<file path="config.mk">
export PLATFORM = sky130hd
export DESIGN_NAME = pipe_hazard_ctrl
export DESIGN_NICKNAME = d
export VERILOG_FILES = /design/src/rtl/mips_pkg.sv /design/src/rtl/load_use_detect.sv /design/src/rtl/pipe_hazard_ctrl.sv
export SDC_FILE = /design/constraint.sdc
export NUM_CORES = 1
export LEC_CHECK = 0
export ABC_AREA = 1
export CAP_MARGIN = 5
export CORE_MARGIN = 4
export CORE_UTILIZATION = 52
export CTS_BUF_LIST = sky130_fd_sc_hd__clkbuf_16
export CTS_CLUSTER_SIZE = 14
export DETAILED_ROUTE_END_ITERATION = 8
export GPL_TIMING_DRIVEN = 0
export PLACE_DENSITY = 0.85
export REMOVE_ABC_BUFFERS = 1
export SLEW_MARGIN = 20
export SYNTH_ARGS = -nofsm -noshare
export SYNTH_HDL_FRONTEND = slang
export SYNTH_SLANG_ARGS = --single-unit
</file>
<file path="constraint.sdc">
create_clock -name clk -period 5.6 [get_ports clk]
set_input_delay 1.12 -clock clk [delete_from_list [all_inputs] [get_ports clk]]
set_output_delay 1.12 -clock clk [all_outputs]
set_load 0.005 [all_outputs]
</file>
<file path="src/rtl/mips_pkg.sv">
// Shared definitions for the MIPS pipeline control blocks: opcodes, sequencer
// state encoding and default parameters.
package mips_pkg;

  localparam logic [5:0] OP_RTYPE = 6'b000000;
  localparam logic [5:0] OP_LW    = 6'b100011;
  localparam logic [5:0] OP_SW    = 6'b101011;
  localparam logic [5:0] OP_BEQ   = 6'b000100;
  localparam logic [5:0] OP_NOP   = 6'b100000;

  localparam int TIMEOUT_DEF = 16;
  localparam int CNT_W_DEF   = 16;

  typedef enum logic [2:0] {
    ST_RUN      = 3'd0,
    ST_WAIT_MEM = 3'd1,
    ST_DRAIN    = 3'd2,
    ST_HALTED   = 3'd3,
    ST_ERROR    = 3'd4
  } state_e;

  // Instructions whose rt field is a source operand (LW writes rt instead).
  function automatic logic reads_rt(input logic [5:0] opcode);
    return (opcode == OP_RTYPE) || (opcode == OP_SW) || (opcode == OP_BEQ);
  endfunction

endpackage

</file>
<file path="src/rtl/load_use_detect.sv">
// Combinational load-use comparator: a load in ID/EX whose destination is
// read by the instruction in IF/ID.
module load_use_detect
  import mips_pkg::*;
(
  input  logic       ex_memread,
  input  logic [4:0] ex_rt,
  input  logic [5:0] id_opcode,
  input  logic [4:0] id_rs,
  input  logic [4:0] id_rt,
  output logic       lu
);

  logic rs_hit;
  logic rt_hit;

  assign rs_hit = (ex_rt == id_rs);
  assign rt_hit = (ex_rt == id_rt) && reads_rt(id_opcode);
  // Register 0 is hardwired, so a load into it never creates a dependency.
  assign lu     = ex_memread && (ex_rt != 5'd0) && (rs_hit || rt_hit);

endmodule

</file>
<file path="src/rtl/pipe_hazard_ctrl.sv">
// Pipeline sequencer for the 5-stage MIPS core: stall/bubble/flush decisions,
// debug halt/drain/resume, per-stage valid tracking and stall-cycle counting.
module pipe_hazard_ctrl
  import mips_pkg::*;
#(
  parameter int TIMEOUT = TIMEOUT_DEF,
  parameter int CNT_W   = CNT_W_DEF
) (
  input  logic             clk,
  input  logic             reset,
  input  logic [5:0]       id_opcode,
  input  logic [4:0]       id_rs,
  input  logic [4:0]       id_rt,
  input  logic             ex_memread,
  input  logic [4:0]       ex_rt,
  input  logic             mem_branch_taken,
  input  logic             mem_req,
  input  logic             dmem_ready,
  input  logic             halt_req,
  input  logic             resume,
  output logic             pc_write,
  output logic             ifid_write,
  output logic             ifid_flush,
  output logic             idex_bubble,
  output logic             exmem_flush,
  output logic             pipe_advance,
  output logic             halted,
  output logic             mem_timeout,
  output logic [CNT_W-1:0] stall_cnt,
  output state_e           dbg_state,
  output logic [3:0]       dbg_vld
);

  localparam int              WC_W    = $clog2(TIMEOUT) + 1;
  localparam logic [WC_W-1:0] WC_LAST = WC_W'(TIMEOUT - 1);
  localparam logic [WC_W-1:0] WC_ONE  = WC_W'(1);

  state_e           state_q, state_d;
  logic             ret_drain_q, ret_drain_d;
  logic [WC_W-1:0]  wait_cnt_q, wait_cnt_d;
  logic [3:0]       vld_q, vld_d;
  logic [CNT_W-1:0] stall_cnt_q, stall_cnt_d;
  logic             mem_timeout_q, mem_timeout_d;

  logic lu;
  logic mem_stall;
  logic flow;
  logic drain_mode;
  logic ifid_write_eff;
  logic c_pc_write, c_ifid_write, c_ifid_flush, c_idex_bubble;
  logic c_exmem_flush, c_pipe_advance, c_halted;

  load_use_detect u_lu (
    .ex_memread (ex_memread),
    .ex_rt      (ex_rt),
    .id_opcode  (id_opcode),
    .id_rs      (id_rs),
    .id_rt      (id_rt),
    .lu         (lu)
  );

  assign mem_stall      = mem_req && !dmem_ready;
  assign ifid_write_eff = c_ifid_write || c_ifid_flush;

  always_comb begin
    c_pc_write     = 1'b0;
    c_ifid_write   = 1'b0;
    c_ifid_flush   = 1'b0;
    c_idex_bubble  = 1'b0;
    c_exmem_flush  = 1'b0;
    c_pipe_advance = 1'b0;
    c_halted       = 1'b0;
    flow           = 1'b0;
    drain_mode     = 1'b0;
    state_d        = state_q;
    ret_drain_d    = ret_drain_q;
    wait_cnt_d     = wait_cnt_q;
    mem_timeout_d  = mem_timeout_q;
    vld_d          = vld_q;
    stall_cnt_d    = stall_cnt_q;

    // Freeze is the default; only cycles that reach "flow" drive the pipe.
    unique case (state_q)
      ST_RUN: begin
        if (mem_stall) begin
          state_d     = ST_WAIT_MEM;
          ret_drain_d = 1'b0;
          wait_cnt_d  = WC_ONE;
        end else begin
          flow = 1'b1;
        end
      end
      ST_WAIT_MEM: begin
        if (!dmem_ready) begin
          if (wait_cnt_q == WC_LAST) begin
            state_d       = ST_ERROR;
            mem_timeout_d = 1'b1;
          end else begin
            wait_cnt_d = wait_cnt_q + 1'b1;
          end
        end else begin
          flow       = 1'b1;
          drain_mode = ret_drain_q;
        end
      end
      ST_DRAIN: begin
        if (mem_stall) begin
          state_d     = ST_WAIT_MEM;
          ret_drain_d = 1'b1;
          wait_cnt_d  = WC_ONE;
        end else begin
          flow       = 1'b1;
          drain_mode = 1'b1;
        end
      end
      ST_HALTED: begin
        c_halted = 1'b1;
        if (resume) state_d = ST_RUN;
      end
      ST_ERROR: begin
        mem_timeout_d = 1'b1;
      end
      default: state_d = ST_RUN;
    endcase

    if (flow) begin
      c_pipe_advance = 1'b1;
      if (mem_branch_taken) begin
        c_pc_write    = 1'b1;
        c_ifid_flush  = 1'b1;
        c_idex_bubble = 1'b1;
        c_exmem_flush = 1'b1;
      end else if (lu) begin
        c_idex_bubble = 1'b1;
      end else if (drain_mode) begin
        // IF/ID is loaded with a bubble so the ID instruction still moves on.
        c_ifid_write = 1'b1;
        c_ifid_flush = 1'b1;
      end else begin
        c_pc_write   = 1'b1;
        c_ifid_write = 1'b1;
      end
    end

    if (c_pipe_advance) begin
      vld_d[0] = c_ifid_flush ? 1'b0 : (c_ifid_write ? 1'b1 : vld_q[0]);
      vld_d[1] = (c_idex_bubble || !ifid_write_eff) ? 1'b0 : vld_q[0];
      vld_d[2] = c_exmem_flush ? 1'b0 : vld_q[1];
      vld_d[3] = vld_q[2];
    end

    // Halting as soon as the pipe will be empty, not one cycle later.
    if (flow) begin
      if (drain_mode) begin
        state_d = (vld_d == 4'b0000) ? ST_HALTED : ST_DRAIN;
      end else if (!mem_branch_taken && !lu && halt_req) begin
        state_d = ST_DRAIN;
      end else begin
        state_d = ST_RUN;
      end
    end

    if ((state_q == ST_RUN || state_q == ST_WAIT_MEM || state_q == ST_DRAIN) &&
        !c_pc_write && (stall_cnt_q != {CNT_W{1'b1}})) begin
      stall_cnt_d = stall_cnt_q + 1'b1;
    end
  end

  always_ff @(posedge clk or posedge reset) begin
    if (reset) begin
      state_q       <= ST_RUN;
      ret_drain_q   <= 1'b0;
      wait_cnt_q    <= '0;
      vld_q         <= 4'b0000;
      stall_cnt_q   <= '0;
      mem_timeout_q <= 1'b0;
    end else begin
      state_q       <= state_d;
      ret_drain_q   <= ret_drain_d;
      wait_cnt_q    <= wait_cnt_d;
      vld_q         <= vld_d;
      stall_cnt_q   <= stall_cnt_d;
      mem_timeout_q <= mem_timeout_d;
    end
  end

  // Outputs are forced low while reset is held, independent of the clock.
  assign pc_write     = !reset && c_pc_write;
  assign ifid_write   = !reset && c_ifid_write;
  assign ifid_flush   = !reset && c_ifid_flush;
  assign idex_bubble  = !reset && c_idex_bubble;
  assign exmem_flush  = !reset && c_exmem_flush;
  assign pipe_advance = !reset && c_pipe_advance;
  assign halted       = !reset && c_halted;
  assign mem_timeout  = !reset && mem_timeout_q;
  assign stall_cnt    = reset ? '0 : stall_cnt_q;
  assign dbg_state    = reset ? ST_RUN : state_q;
  assign dbg_vld      = reset ? 4'b0000 : vld_q;

endmodule

</file>
* Word-level counts from Yosys, hierarchy flattened
Index checks and enable logic that the tools add are counted.
** Storage, ports and cells
- Word-level logic and storage cells :: 120
- Bits in registers :: 30
** Cells by class
- $add $sub $neg :: 2
- Reductions and logical operators :: 41
- Mux-type cells :: 50
- Equal/unequal tests :: 21
** Operators by type and width (count)
- two-way mux 1 bit :: 30
- two-way mux 3 bit :: 6
- adder 16 x 1 -> 16 bit, second input constant :: 1
- logical AND 1 bit :: 16
- two-way mux 16 bit :: 1
- inequality test 16 bit, second input constant :: 1
- two-way mux 5 bit :: 3
- inequality test 2 bit, second input constant :: 6
- case mux 3 bit (4 select lines) :: 1
- == test 5 bit :: 2
- case mux 5 bit (2 select lines) :: 1
- inequality test 3 bit, second input constant :: 3
- two-way mux 4 bit :: 2
- case mux 1 bit (2 select lines) :: 4
- logical OR 1 bit :: 7
- == test 3 x 2 -> 1 bit, second input constant :: 2
- == test 6 x 3 -> 1 bit, second input constant :: 1
- == test 6 bit, second input constant :: 1
- logical NOT 1 bit :: 6
- logical NOT 6 bit :: 1
- AND reduction 3 bit :: 2
- nonzero test 2 bit :: 3
- adder 5 x 1 -> 5 bit, second input constant :: 1
- == test 5 x 4 -> 1 bit, second input constant :: 1
- 11 further kinds :: 12

* Longest topological paths before layout
- Depth in word-level cells :: 18
- Depth in mapped cells :: 13
- Mapped depth without buffers :: 13

* Hierarchy
From an unflattened synthesis, not the netlist that was laid out.
** Unflattened totals
- Cell total of the unflattened synthesis :: 350
- Area total of the unflattened synthesis :: 2264.7 sq um
** Modules (own cells, without submodules)
- pipe_hazard_ctrl :: instances 1, area an instance 2014.4 sq um, cells an instance 289
- load_use_detect :: instances 1, area an instance 250.2 sq um, cells an instance 61

* Worst setup path after synthesis
Ideal clock, no wire load.
- Kind :: input to output
- Start :: input dmem_ready
- End :: output pc_write
- Buffers on the path :: 1
- Slack :: 2.335 ns
- Cell stages on the path :: 9
- Arrival time :: 2.145 ns
- Path through :: inv_2 > nand2_1 > inv_1 > nor2_2 > nor2_8 > nor2_1 > a31oi_4 > buf_4 > nor2_1
** Between the ends
- Word-level cells in the longest chain between the ends :: 9
** Ends and longest elaborated chain
- start: declaration :: RTL line pipe_hazard_ctrl.sv:18 : input logic dmem_ready,
- logical NOT 1 bit
- logical AND 1 bit :: RTL line pipe_hazard_ctrl.sv:62 : assign mem_stall = mem_req && !dmem_ready;
- two-way mux 1 bit :: RTL line pipe_hazard_ctrl.sv:85, pipe_hazard_ctrl.sv:107
- case mux 1 bit (2 select lines) :: RTL line pipe_hazard_ctrl.sv:83 : unique case (state_q)
- two-way mux 1 bit :: RTL line pipe_hazard_ctrl.sv:135 : end else if (drain_mode) begin
- two-way mux 1 bit :: RTL line pipe_hazard_ctrl.sv:133 : end else if (lu) begin
- two-way mux 1 bit :: RTL line pipe_hazard_ctrl.sv:128 : if (mem_branch_taken) begin
- two-way mux 1 bit (*) :: RTL line pipe_hazard_ctrl.sv:126 : if (flow) begin
- logical AND 1 bit (*) :: RTL line pipe_hazard_ctrl.sv:188 : assign pc_write = !reset && c_pc_write;
- end: declaration :: RTL line pipe_hazard_ctrl.sv:21 : output logic pc_write,
Every way passes the cells marked *; elsewhere a longest branch is shown, timed or not.

* Worst setup path in the final report
- Start :: input ex_rt[4]
- End :: output pc_write
** Between the ends
- Word-level cells in the longest chain between the ends :: 8
** Ends and longest elaborated chain
- start: declaration :: RTL line pipe_hazard_ctrl.sv:15 : input logic [4:0] ex_rt,
- == test 5 bit :: RTL line load_use_detect.sv:18 : assign rt_hit = (ex_rt == id_rt) && reads_rt(id_opcode);
- logical AND 1 bit :: RTL line load_use_detect.sv:18
- logical OR 1 bit :: RTL line load_use_detect.sv:20 : assign lu = ex_memread && (ex_rt != 5'd0) && (rs_hit || rt_hit);
- logical AND 1 bit (*) :: RTL line load_use_detect.sv:20
- two-way mux 1 bit (*) :: RTL line pipe_hazard_ctrl.sv:133
- two-way mux 1 bit (*) :: RTL line pipe_hazard_ctrl.sv:128
- two-way mux 1 bit (*) :: RTL line pipe_hazard_ctrl.sv:126
- logical AND 1 bit (*) :: RTL line pipe_hazard_ctrl.sv:188
Marks and branches as above.

==> reports/metrics.cfg <==
[layout]
fillers=318
final_nets=413
ratio_of_cells_with_drive_above_1_in_the_final_layout_pct=6.81
synth_to_final_area_change_pct=33.9
antenna_diode_count=0
layout.cells.most_common=sky130_fd_sc_hd__nand2_1
final_cell_mix=77 x sky130_fd_sc_hd__nand2_1, 58 x sky130_fd_sc_hd__clkdlybuf4s50_1, 55 x sky130_fd_sc_hd__inv_1

[synthesis]
most_used_flip_flop_cell_after_synthesis=sky130_fd_sc_hd__dfrtp_1
netlist_area_um2=2200
fraction_of_synthesis_flops_using_an_asynchronous_set_or_reset_pin_pct=100
synth_cell_types=35
synthCells=322
synth-edff-count=0
syn-mean-instance-area_um2=6.84
yosys_synthesis_warning_count=0
synth.yosys.seq_area_share_pct=34.1
synth-seq-cells=30

[timing]
finalCritPeriodShare_pct=79.2
worst_slew_pin_slew_ps=651
post-route-min-period_ps=4430
achievable-frequency_ghz=0.225
clock-skew-final_ps=4.58
timing.final.setup_violations=0
holdWs_ps=476
grt_setup_unrepaired=false
report.final.slew_viol_count=0
fin_tns_setup_ps=0
worst_slew_margin_rel_pct=56.5
hold_viol=0

[global_routing]
grt_pass1_wl_mm=9.54
grt_pass1_vias=2073
number_of_antenna_violations_at_the_first_check_in_global_routing=0
grt.overflow.total=0
groute.usage.overall_pct=23.0
grt_max_degree=32

[pwr]
ir_worst_vdd_mv=0.282
power.leakage_nw=1.43
power_w=0.000987
power_per_cell_area_nw_per_um2=335

[placed_design]
place_hpwl_mm=4.04
port_buffers=59
routabilityCongestion=0.918

[drt]
drt_wirelength_mm=5.73
drt-pass1-iter-count=4
drt.antenna.violating_nets=0
route.detailed.vias_per_inst=5.25
initialDrtViolationCount=251
vias=2266
routedWlPerCell_um=13.3
drc=0

[flow_run]
timing.max_cap.violations=0

[clocking]
cts_clk_pin_slew_worst_paths_ps=50
numClockSinks=30
cts_root_buffer=sky130_fd_sc_hd__clkbuf_16
count_of_buffers_added_by_post_cts_timing_repair_for_setup=0
cts.htree.levels=2
post_cts_resize_count=0
cts_inserted_buffers=5
max-clock-path-buffers=2
cts_tree=yes
hold_buffers=0
clock_latency_ps=280

[worst_setup_path]
worst-endpoint-arrival_ps=3310
critPathMaxFanout=18
timing.setup.critical_path_class=in2out
category_of_the_worst_setup_path_launch_point=primary input
critical_path_required_ps=4480
timing.reg2reg.setup_slack_ps=3180
end_kind=output pin

[floorplan]
die_h_um=73.1
placement_rows=23
core_region_area_um2=4060
die_area_um2=5340
die_x_um=73.1
floorplan.io_pins=60
starting_density_pct=54.3

[outcome]
status=finished, final reports clean

[hold_path]
hp-class=reg2reg

-- layout make-up --
type / instances / area (um^2) / area share (%)
clock buffers: 5 / 125 / 4.24
clock inverters: 3 / 12.5 / 0.424
inverters: 62 / 233 / 7.89
multi-input cells: 223 / 1180 / 40.0
flip-flops and latches: 30 / 751 / 25.5
well taps: 50 / 62.6 / 2.12
repair buffers: 59 / 586 / 19.9
-- state kept, by name, indices dropped and copies added, names as in the netlist --
register,cells
state_q,3
ret_drain_q,1
vld_q,4
wait_cnt_q,5
mem_timeout_q,1
stall_cnt_q,16
-- power by group --
| part | leakage, nW | total [W] | internal (W) | switching (W) |
|---|---|---|---|---|
| clock network | 0.0724 | 0.000253 | 0.000160 | 0.0000926 |
| logic | 0.968 | 0.000428 | 0.000169 | 0.000259 |
| registers | 0.394 | 0.000307 | 0.000264 | 0.0000429 |
| total | 1.43 | 0.000987 | 0.000593 | 0.000394 |
-- final timing paths --
check,from,endpoint,depth (start not counted)
min reg2reg,stall_cnt_q[15],stall_cnt_q[15],2
max,ex_rt[4],pc_write,11
max in group asynchronous,reset,wait_cnt_q[2],2
min,stall_cnt_q[15],stall_cnt_q[15],2
max reg2reg,stall_cnt_q[0],stall_cnt_q[11],7
min in group asynchronous,reset,stall_cnt_q[5],2
-- layer usage --
metal  GRT usage [%]  part of all wire (%)
met3            5.10                   7.2
met2            37.3                    48
met5               0                     0
met1            29.2                    42
met4            9.63                   2.4
-- per-stage QoR --
step	instance area, um^2	std cells	utilization [%]	setup slack, ps
after global placement	2820	424	69.4	1210
after detailed placement	2820	424	69.4	1160
after CTS	2950	432	72.8	1150
final	2950	432	72.7	1170
after global routing	2950	432	72.7	978
after floorplan	2160	315	-	2410
-- critical path: stages --
cell and delay, ps:
sky130_fd_sc_hd__clkdlybuf4s50_1 540, sky130_fd_sc_hd__inv_1 70, sky130_fd_sc_hd__nand2_1 60, sky130_fd_sc_hd__nand2_1 50, sky130_fd_sc_hd__nor2_1 90, sky130_fd_sc_hd__nand2_1 60, sky130_fd_sc_hd__o21ai_1 150, sky130_fd_sc_hd__nand2_2 120
sky130_fd_sc_hd__a31oi_4 500, sky130_fd_sc_hd__nor2_1 100, sky130_fd_sc_hd__clkdlybuf4s50_1 470
-- synth_stat cells, types with 3 or more instances --
cell type                   n  area (um^2)
sky130_fd_sc_hd__ha_1       3         37.5
sky130_fd_sc_hd__inv_2      7         26.3
sky130_fd_sc_hd__nor4_1     3         18.8
sky130_fd_sc_hd__o21ai_1    3         15.0
sky130_fd_sc_hd__dfrtp_1   30          751
sky130_fd_sc_hd__nand3_1   13         65.1
sky130_fd_sc_hd__a21oi_1    4         20.0
sky130_fd_sc_hd__o21ai_0    4         20.0
sky130_fd_sc_hd__nor3_1     6         30.0
sky130_fd_sc_hd__xor2_1    17          149
sky130_fd_sc_hd__nor2_1    53          199
sky130_fd_sc_hd__inv_1     55          206
sky130_fd_sc_hd__nand4_1   21          131
sky130_fd_sc_hd__nand2_1   77          289
sky130_fd_sc_hd__clkbuf_1   4         15.0
-- cell families (layout without fill, tap and decap cells) --
group           count (synthesis)  count (layout)  synth area share, %
compound gates                 18              18                 5.57
flops                          30              30                 34.1
simple gates                  184             184                 39.1
xor+xnor                       18              18                 7.16
fa+ha+maj                       3               3                 1.70
buf+inv                        69             129                 12.3
Power figures use the tool's default switching activity.
